[config.mk]
export PLATFORM = sky130hd
export DESIGN_NAME = branch_predictor_btb
export DESIGN_NICKNAME = d
export VERILOG_FILES = /design/src/rtl/branch_predictor_btb.sv
export SDC_FILE = /design/constraint.sdc
export NUM_CORES = 2
export LEC_CHECK = 0
export CORE_ASPECT_RATIO = 0.75
export CORE_MARGIN = 4
export CORE_UTILIZATION = 55
export CTS_BUF_LIST = sky130_fd_sc_hd__clkbuf_8
export DETAILED_ROUTE_END_ITERATION = 8
export PLACE_DENSITY = 0.72
export SLEW_MARGIN = 20
export SYNTH_ARGS = -nofsm -noshare
export SYNTH_HDL_FRONTEND = slang
export SYNTH_SLANG_ARGS = --single-unit
export TNS_END_PERCENT = 50
[constraint.sdc]
create_clock -name i_clk -period 5.3 [get_ports i_clk]
set_input_delay 1.06 -clock i_clk [delete_from_list [all_inputs] [get_ports i_clk]]
set_output_delay 1.06 -clock i_clk [all_outputs]
set_load 0.02 [all_outputs]
[src/rtl/branch_predictor_btb.sv]
// Branch target buffer with per-entry saturating counters.
// Fetch side: 0-cycle lookup of the fetch PC gives the predicted next PC.
// Execute side: resolved control transfers train/allocate/evict entries,
// mispredicts are flagged with the correct redirect PC, and saturating
// resolved/mispredict statistics are kept.

// One BTB entry: valid, tag, target, jmp flag and saturating counter.
module btb_entry #(
  parameter int TAG_W = 8,
  parameter int CNT_W = 2
) (
  input  logic              clk,
  input  logic              reset,
  input  logic              clear,
  input  logic              sel,
  input  logic              alloc,
  input  logic              train,
  input  logic              evict,
  input  logic              taken,
  input  logic              is_jmp,
  input  logic [TAG_W-1:0]  tag_in,
  input  logic [31:0]       tgt_in,
  output logic              vld,
  output logic              jmp,
  output logic [TAG_W-1:0]  tag,
  output logic              ctr_msb,
  output logic [31:0]       tgt
);
  localparam logic [CNT_W-1:0] CTR_WEAK = CNT_W'(1) << (CNT_W-1);
  localparam logic [CNT_W-1:0] CTR_MAX  = '1;

  logic [CNT_W-1:0] ctr;

  assign ctr_msb = ctr[CNT_W-1];

  // Entry state: clear wins over any same-cycle update; only valid drops on clear.
  always_ff @(posedge clk or negedge reset) begin
    if (!reset) begin
      vld <= 1'b0;
      jmp <= 1'b0;
      tag <= '0;
      ctr <= '0;
      tgt <= '0;
    end else if (clear) begin
      vld <= 1'b0;
    end else if (sel) begin
      if (alloc) begin
        vld <= 1'b1;
        tag <= tag_in;
        tgt <= tgt_in;
        jmp <= is_jmp;
        ctr <= CTR_WEAK;
      end else if (train) begin
        if (taken) begin
          if (ctr != CTR_MAX) ctr <= ctr + CNT_W'(1);
          tgt <= tgt_in;
        end else if (ctr != '0) begin
          ctr <= ctr - CNT_W'(1);
        end
        jmp <= is_jmp;
      end else if (evict) begin
        vld <= 1'b0;
      end
    end
  end
endmodule

module branch_predictor_btb #(
  parameter int ENTRIES = 32,
  parameter int TAG_W   = 8,
  parameter int CNT_W   = 2
) (
  input  logic        i_clk,
  input  logic        i_reset,
  input  logic [31:0] i_pc_fetch,
  output logic        o_pred_taken,
  output logic [31:0] o_pred_target,
  input  logic        i_upd_vld,
  input  logic [31:0] i_upd_pc,
  input  logic        i_upd_is_br,
  input  logic        i_upd_is_jmp,
  input  logic        i_upd_taken,
  input  logic [31:0] i_upd_target,
  input  logic        i_upd_pred_taken,
  input  logic [31:0] i_upd_pred_target,
  input  logic        i_clear,
  output logic        o_mispred,
  output logic [31:0] o_redirect_pc,
  output logic [31:0] o_br_cnt,
  output logic [31:0] o_mispred_cnt
);
  localparam int IDX_W = $clog2(ENTRIES);

  logic [ENTRIES-1:0]             vld, jmp, ctr_msb;
  logic [ENTRIES-1:0][TAG_W-1:0]  tag;
  logic [ENTRIES-1:0][31:0]       tgt;

  logic [IDX_W-1:0] fidx, uidx;
  logic [TAG_W-1:0] ftag, utag;
  logic             fhit, uhit;
  logic             ctrl, taken;
  logic             alloc, train, evict;
  logic [31:0]      br_cnt_q, mis_cnt_q;

  // Fetch-side lookup: reads the pre-edge table, no bypass from the update port.
  assign fidx          = i_pc_fetch[IDX_W+1:2];
  assign ftag          = i_pc_fetch[IDX_W+2 +: TAG_W];
  assign fhit          = vld[fidx] & (tag[fidx] == ftag);
  assign o_pred_taken  = fhit & (jmp[fidx] | ctr_msb[fidx]);
  assign o_pred_target = o_pred_taken ? tgt[fidx] : i_pc_fetch + 32'd4;

  // Resolution: a non-control op is treated as not taken, so a taken
  // prediction on it is a mispredict that redirects to pc+4.
  assign uidx          = i_upd_pc[IDX_W+1:2];
  assign utag          = i_upd_pc[IDX_W+2 +: TAG_W];
  assign uhit          = vld[uidx] & (tag[uidx] == utag);
  assign ctrl          = i_upd_is_br | i_upd_is_jmp;
  assign taken         = ctrl & i_upd_taken;
  assign o_mispred     = i_upd_vld & ((taken != i_upd_pred_taken) |
                                      (taken & (i_upd_target != i_upd_pred_target)));
  assign o_redirect_pc = taken ? i_upd_target : i_upd_pc + 32'd4;

  // Table write intent, broadcast to all entries; only uidx is selected.
  assign train = i_upd_vld & ctrl & uhit;
  assign alloc = i_upd_vld & ctrl & ~uhit & taken;
  assign evict = i_upd_vld & ~ctrl & uhit;

  for (genvar g = 0; g < ENTRIES; g++) begin : g_ent
    btb_entry #(.TAG_W(TAG_W), .CNT_W(CNT_W)) u_ent (
      .clk     (i_clk),
      .reset   (i_reset),
      .clear   (i_clear),
      .sel     (uidx == IDX_W'(g)),
      .alloc   (alloc),
      .train   (train),
      .evict   (evict),
      .taken   (taken),
      .is_jmp  (i_upd_is_jmp),
      .tag_in  (utag),
      .tgt_in  (i_upd_target),
      .vld     (vld[g]),
      .jmp     (jmp[g]),
      .tag     (tag[g]),
      .ctr_msb (ctr_msb[g]),
      .tgt     (tgt[g])
    );
  end

  // Saturating statistics; they keep counting through i_clear.
  always_ff @(posedge i_clk or negedge i_reset) begin
    if (!i_reset) begin
      br_cnt_q  <= '0;
      mis_cnt_q <= '0;
    end else begin
      if (i_upd_vld && ctrl && br_cnt_q != 32'hFFFF_FFFF) br_cnt_q <= br_cnt_q + 32'd1;
      if (o_mispred && mis_cnt_q != 32'hFFFF_FFFF) mis_cnt_q <= mis_cnt_q + 32'd1;
    end
  end

  assign o_br_cnt      = br_cnt_q;
  assign o_mispred_cnt = mis_cnt_q;
endmodule
==> run metrics <==
status=finished with violations; failing checks=negative setup slack; final hold slack=96.1 ps; HP Class=in2async; Final ANT Viol Nets=0; hold_buf cts=0; die height=323 µm; global-route usage over all layers=32.5%; clk_lat worst skew=980 ps; YS warnings=0; Critical Path RT=4240 ps; row cnt=115; Syn Nets=5201; DP Worst Slack=-457 ps; Ports=266; TritonCTS clock tree=built; DIE AREA=138000 µm²; Post-synth EDFFs=0; syn avg cell area=14.4 µm²; HPWL after DPL=141000 µm; DR iter-0 viols=4659; post-synthesis cell area=72600 µm²; leakage power=39.7 nW; initial core utilization=55.4%; crit-path max cell delay=510 ps; Worst Setup Path Type=reg2out; number of register bits inferred by synthesis=1472; R2R Path End=g_ent[15].u_ent.ctr[1]; Async SR Flop Fraction=100%; worst reg2reg path depth=11; switch share=26.5%; port buffer count=265; Int Power=0.0186 W; Seq/Total Area, Yosys=50.7%; sequential share of power=49.1%; Worst-Margin Slew=992 ps; CP Max Fanout=7; first-pass GRT wire length=330000 µm; CTS clock-pin slew for the worst setup and hold paths=60 ps; gr ovfl total=0; DRT Pass-1 Iters=8; GPL Wtd Cong=0.980; Slew Viols, Final=0; final-report setup violation count=2; RSZ-0062 raised after global routing=true; Final Cycle Share=102%; r2r setup slk=1590 ps; Vias=48100; slowest CP cell=mux4_2; Final Core Density=64.5%; Core ar.=131000 µm²; max cap viols=0; Worst Setup EP=o_pred_target[7]; H-tree depth=4; Area Overhead vs Synth=16.5%; Max Clk Rate=185 MHz; FF-to-FF Start=g_ent[30].u_ent.tag[1]; vias in the first global route=49100; Final Hold Viols=0; initial antenna violation count=8; drt total wl=222000 µm; Netlist cell types=78; clock root cell=clkbuf_8; DRC viols=0; Pwr per Cell Area=300 nW/µm²; Post-DP Area=79800 µm²; Setup WS post-layout=-99.7 ps; Die X=428 µm; Peak VDD IR=0.222 mV; max_slew headroom=33.9%; post-route cell area=84600 µm²; sinks on the clock net=1472; launch point of the worst path=g_ent[11].u_ent.tag[3]; Clock Skew=50.5 ps; clock buffer count from CTS=222; Avg WL per Cell=29.8 µm; largest net degree at the start of global routing=145; Worst Path Arrival=4340 ps; Main synth FF type=dfrtp_1; Setup crit start kind=register; CP endpoint kind=primary output; Post-Syn Instances=5056; critical path cell sequence=mux4_2, mux4_2, mux2i_2, xor2_1, nand3_1, nor4_4, buf_12, buf_12, mux2_4, o32ai_2, a21oi_1, buf_4; minimum clock period=5400 ps; Gate power share=12.7%; overall power=0.0254 W; Clk pwr share=38.2%; share of cells above drive strength 1=46.2%; Clock Path Buffers=3; Via-to-Cell Ratio=6.45; Final #Nets=5649; Sw Pwr=0.00673 W
Yosys cell counts (all sizes together) (3+ instances only):
master	count	area (µm²)
dfrtp	1472	36800
o31ai	3	22.5
nand2b	4	25.0
o31a	17	149
nand3	95	475
or3b	4	35.0
buf	102	556
a21boi	5	37.5
nand4	26	163
and4	12	105
a221oi	11	96.3
o21ai	80	400
a211oi	8	60.1
and3b	3	26.3
xor2	84	736
nor2b	13	81.3
or4	3	22.5
a21oi	89	449
nand2	143	537
a22oi	31	233
mux2	1327	15200
or3	20	125
o211ai	20	150
a211o	31	272
mux2i	98	981
a2bb2oi	4	35.0
mux4	438	9860
nor3b	8	65.1
a31oi	13	81.3
nor4	15	100
and2	10	62.6
and3	54	338
xnor2	78	683
o22ai	18	113
a2111oi	3	26.3
inv	24	90.1
ha	9	113
nor3	46	394
o32a	5	50.1
clkbuf	328	1230
o221ai	7	61.3
nand3b	5	37.5
a31o	20	175
o22a	23	201
nor2	225	880
layout make-up:
type / instances / area, µm²
clock buffer: 286 / 3940
fill: 9559 / 46500
clock inverter: 125 / 711
sequential: 1472 / 36800
multi-input combinational: 3129 / 34300
inverter: 25 / 93.8
antenna: 12 / 30.0
tap: 1755 / 2200
timing repair buffer: 654 / 6530
through the flow:
step / std cells / setup TNS (ps)
3_3_place_gp: 7024 / -11290
6_report: 7458 / -161
2_1_floorplan: 5056 / 0
5_1_grt: 7454 / -1470
3_5_place_dp: 7024 / -11100
4_1_cts: 7437 / -294
logic make-up after synthesis:
kind of cell | share of synthesized area [%]
AO/OA/AOI/OAI | 3.80
XOR/XNOR | 1.95
adder cells (fa/ha/maj) | 0.155
buffers and inverters | 2.59
flip-flops | 50.7
multiplexers | 35.9
AND/OR/NAND/NOR | 4.87
per-layer routing:
layer	wire, µm	GRT usage (%)	part of all wire, %	up-vias
met5	0	0.102	0	-
met4	9810	13.7	4.4	0
met3	21500	8.79	9.7	447
met2	97100	46.6	44	2248
met1	93600	47.1	42	25600
li1	-	-	-	19900
sequential cells by signal, indices dropped and copies added (netlist names):
signal and cells:
g_ent.u_ent.tgt 1024, g_ent.u_ent.tag 256, g_ent.u_ent.jmp 32, g_ent.u_ent.vld 32, g_ent.u_ent.ctr 64, o_mispred_cnt 32
o_br_cnt 32
timing repair:
item / 4_1_cts / 5_1_grt
pin swaps: 3 / 3
setup endpoints to repair: 34 / 35
resized for setup: 61 / 93
buffers inserted: 1 / 9
cloned: 1 / 0
power groups by stage:
stage,logic [W],clock network (W),registers [W]
6_report,0.00321,0.00970,0.0125
5_1_grt,0.00342,0.0104,0.0125
4_1_cts,0.00320,0.00986,0.0125
3_5_place_dp,0.00319,0,0.0126
3_3_place_gp,0.00312,0,0.0126
2_1_floorplan,0.00187,0,0.0125
worst max-delay path, delay by kind of cell, from the launching register on:
| kind | cells | cell delay [ps] |
|---|---|---|
| mux | 4 | 1530 |
| flops | 1 | 430 |
| buf+inv | 3 | 530 |
| compound gates | 2 | 190 |
| xor+xnor | 1 | 170 |
| simple gates | 2 | 490 |
worst min path at each step:
stage                        startpoint                   to  slack [ps]  depth (start not counted)
floorplan           g_ent[24].u_ent.jmp  g_ent[24].u_ent.jmp         460                          1
global placement    g_ent[24].u_ent.jmp  g_ent[24].u_ent.jmp         470                          1
detailed placement  g_ent[24].u_ent.jmp  g_ent[24].u_ent.jmp         480                          1
CTS                             i_reset         o_br_cnt[26]          70                          1
global route                    i_reset         o_br_cnt[29]         170                          1
finish                          i_reset         o_br_cnt[29]         100                          1
cells in the final DEF (no fill, tap or decap), types with 17 or more instances in the layout:
master           Yosys  layout
a211o_1             31      31
a21oi_1             88      86
a22oi_1             31      31
a31o_2              20      20
and3_1              54      54
buf_12               1      75
buf_4                8     337
clkbuf_8             0     286
clkdlybuf4s50_1      0     218
clkinv_2             0      27
dfrtp_1           1472    1472
inv_1               23     104
mux2_2            1240    1238
mux2_4              80      82
mux2i_1             98      97
mux4_2             438     438
nand2_1            143     138
nand3_1             95      92
nand4_1             26      26
nor2_1             217     191
nor2_4               3      28
nor3_1              22      20
nor3_2              17      19
o211ai_1            20      20
o21ai_0             77      75
o22a_1              23      23
o22ai_1             18      18
o31a_1              17      17
or3_1               20      20
xnor2_1             78      77
xor2_1              84      84
(Power assumes the default switching activity.)
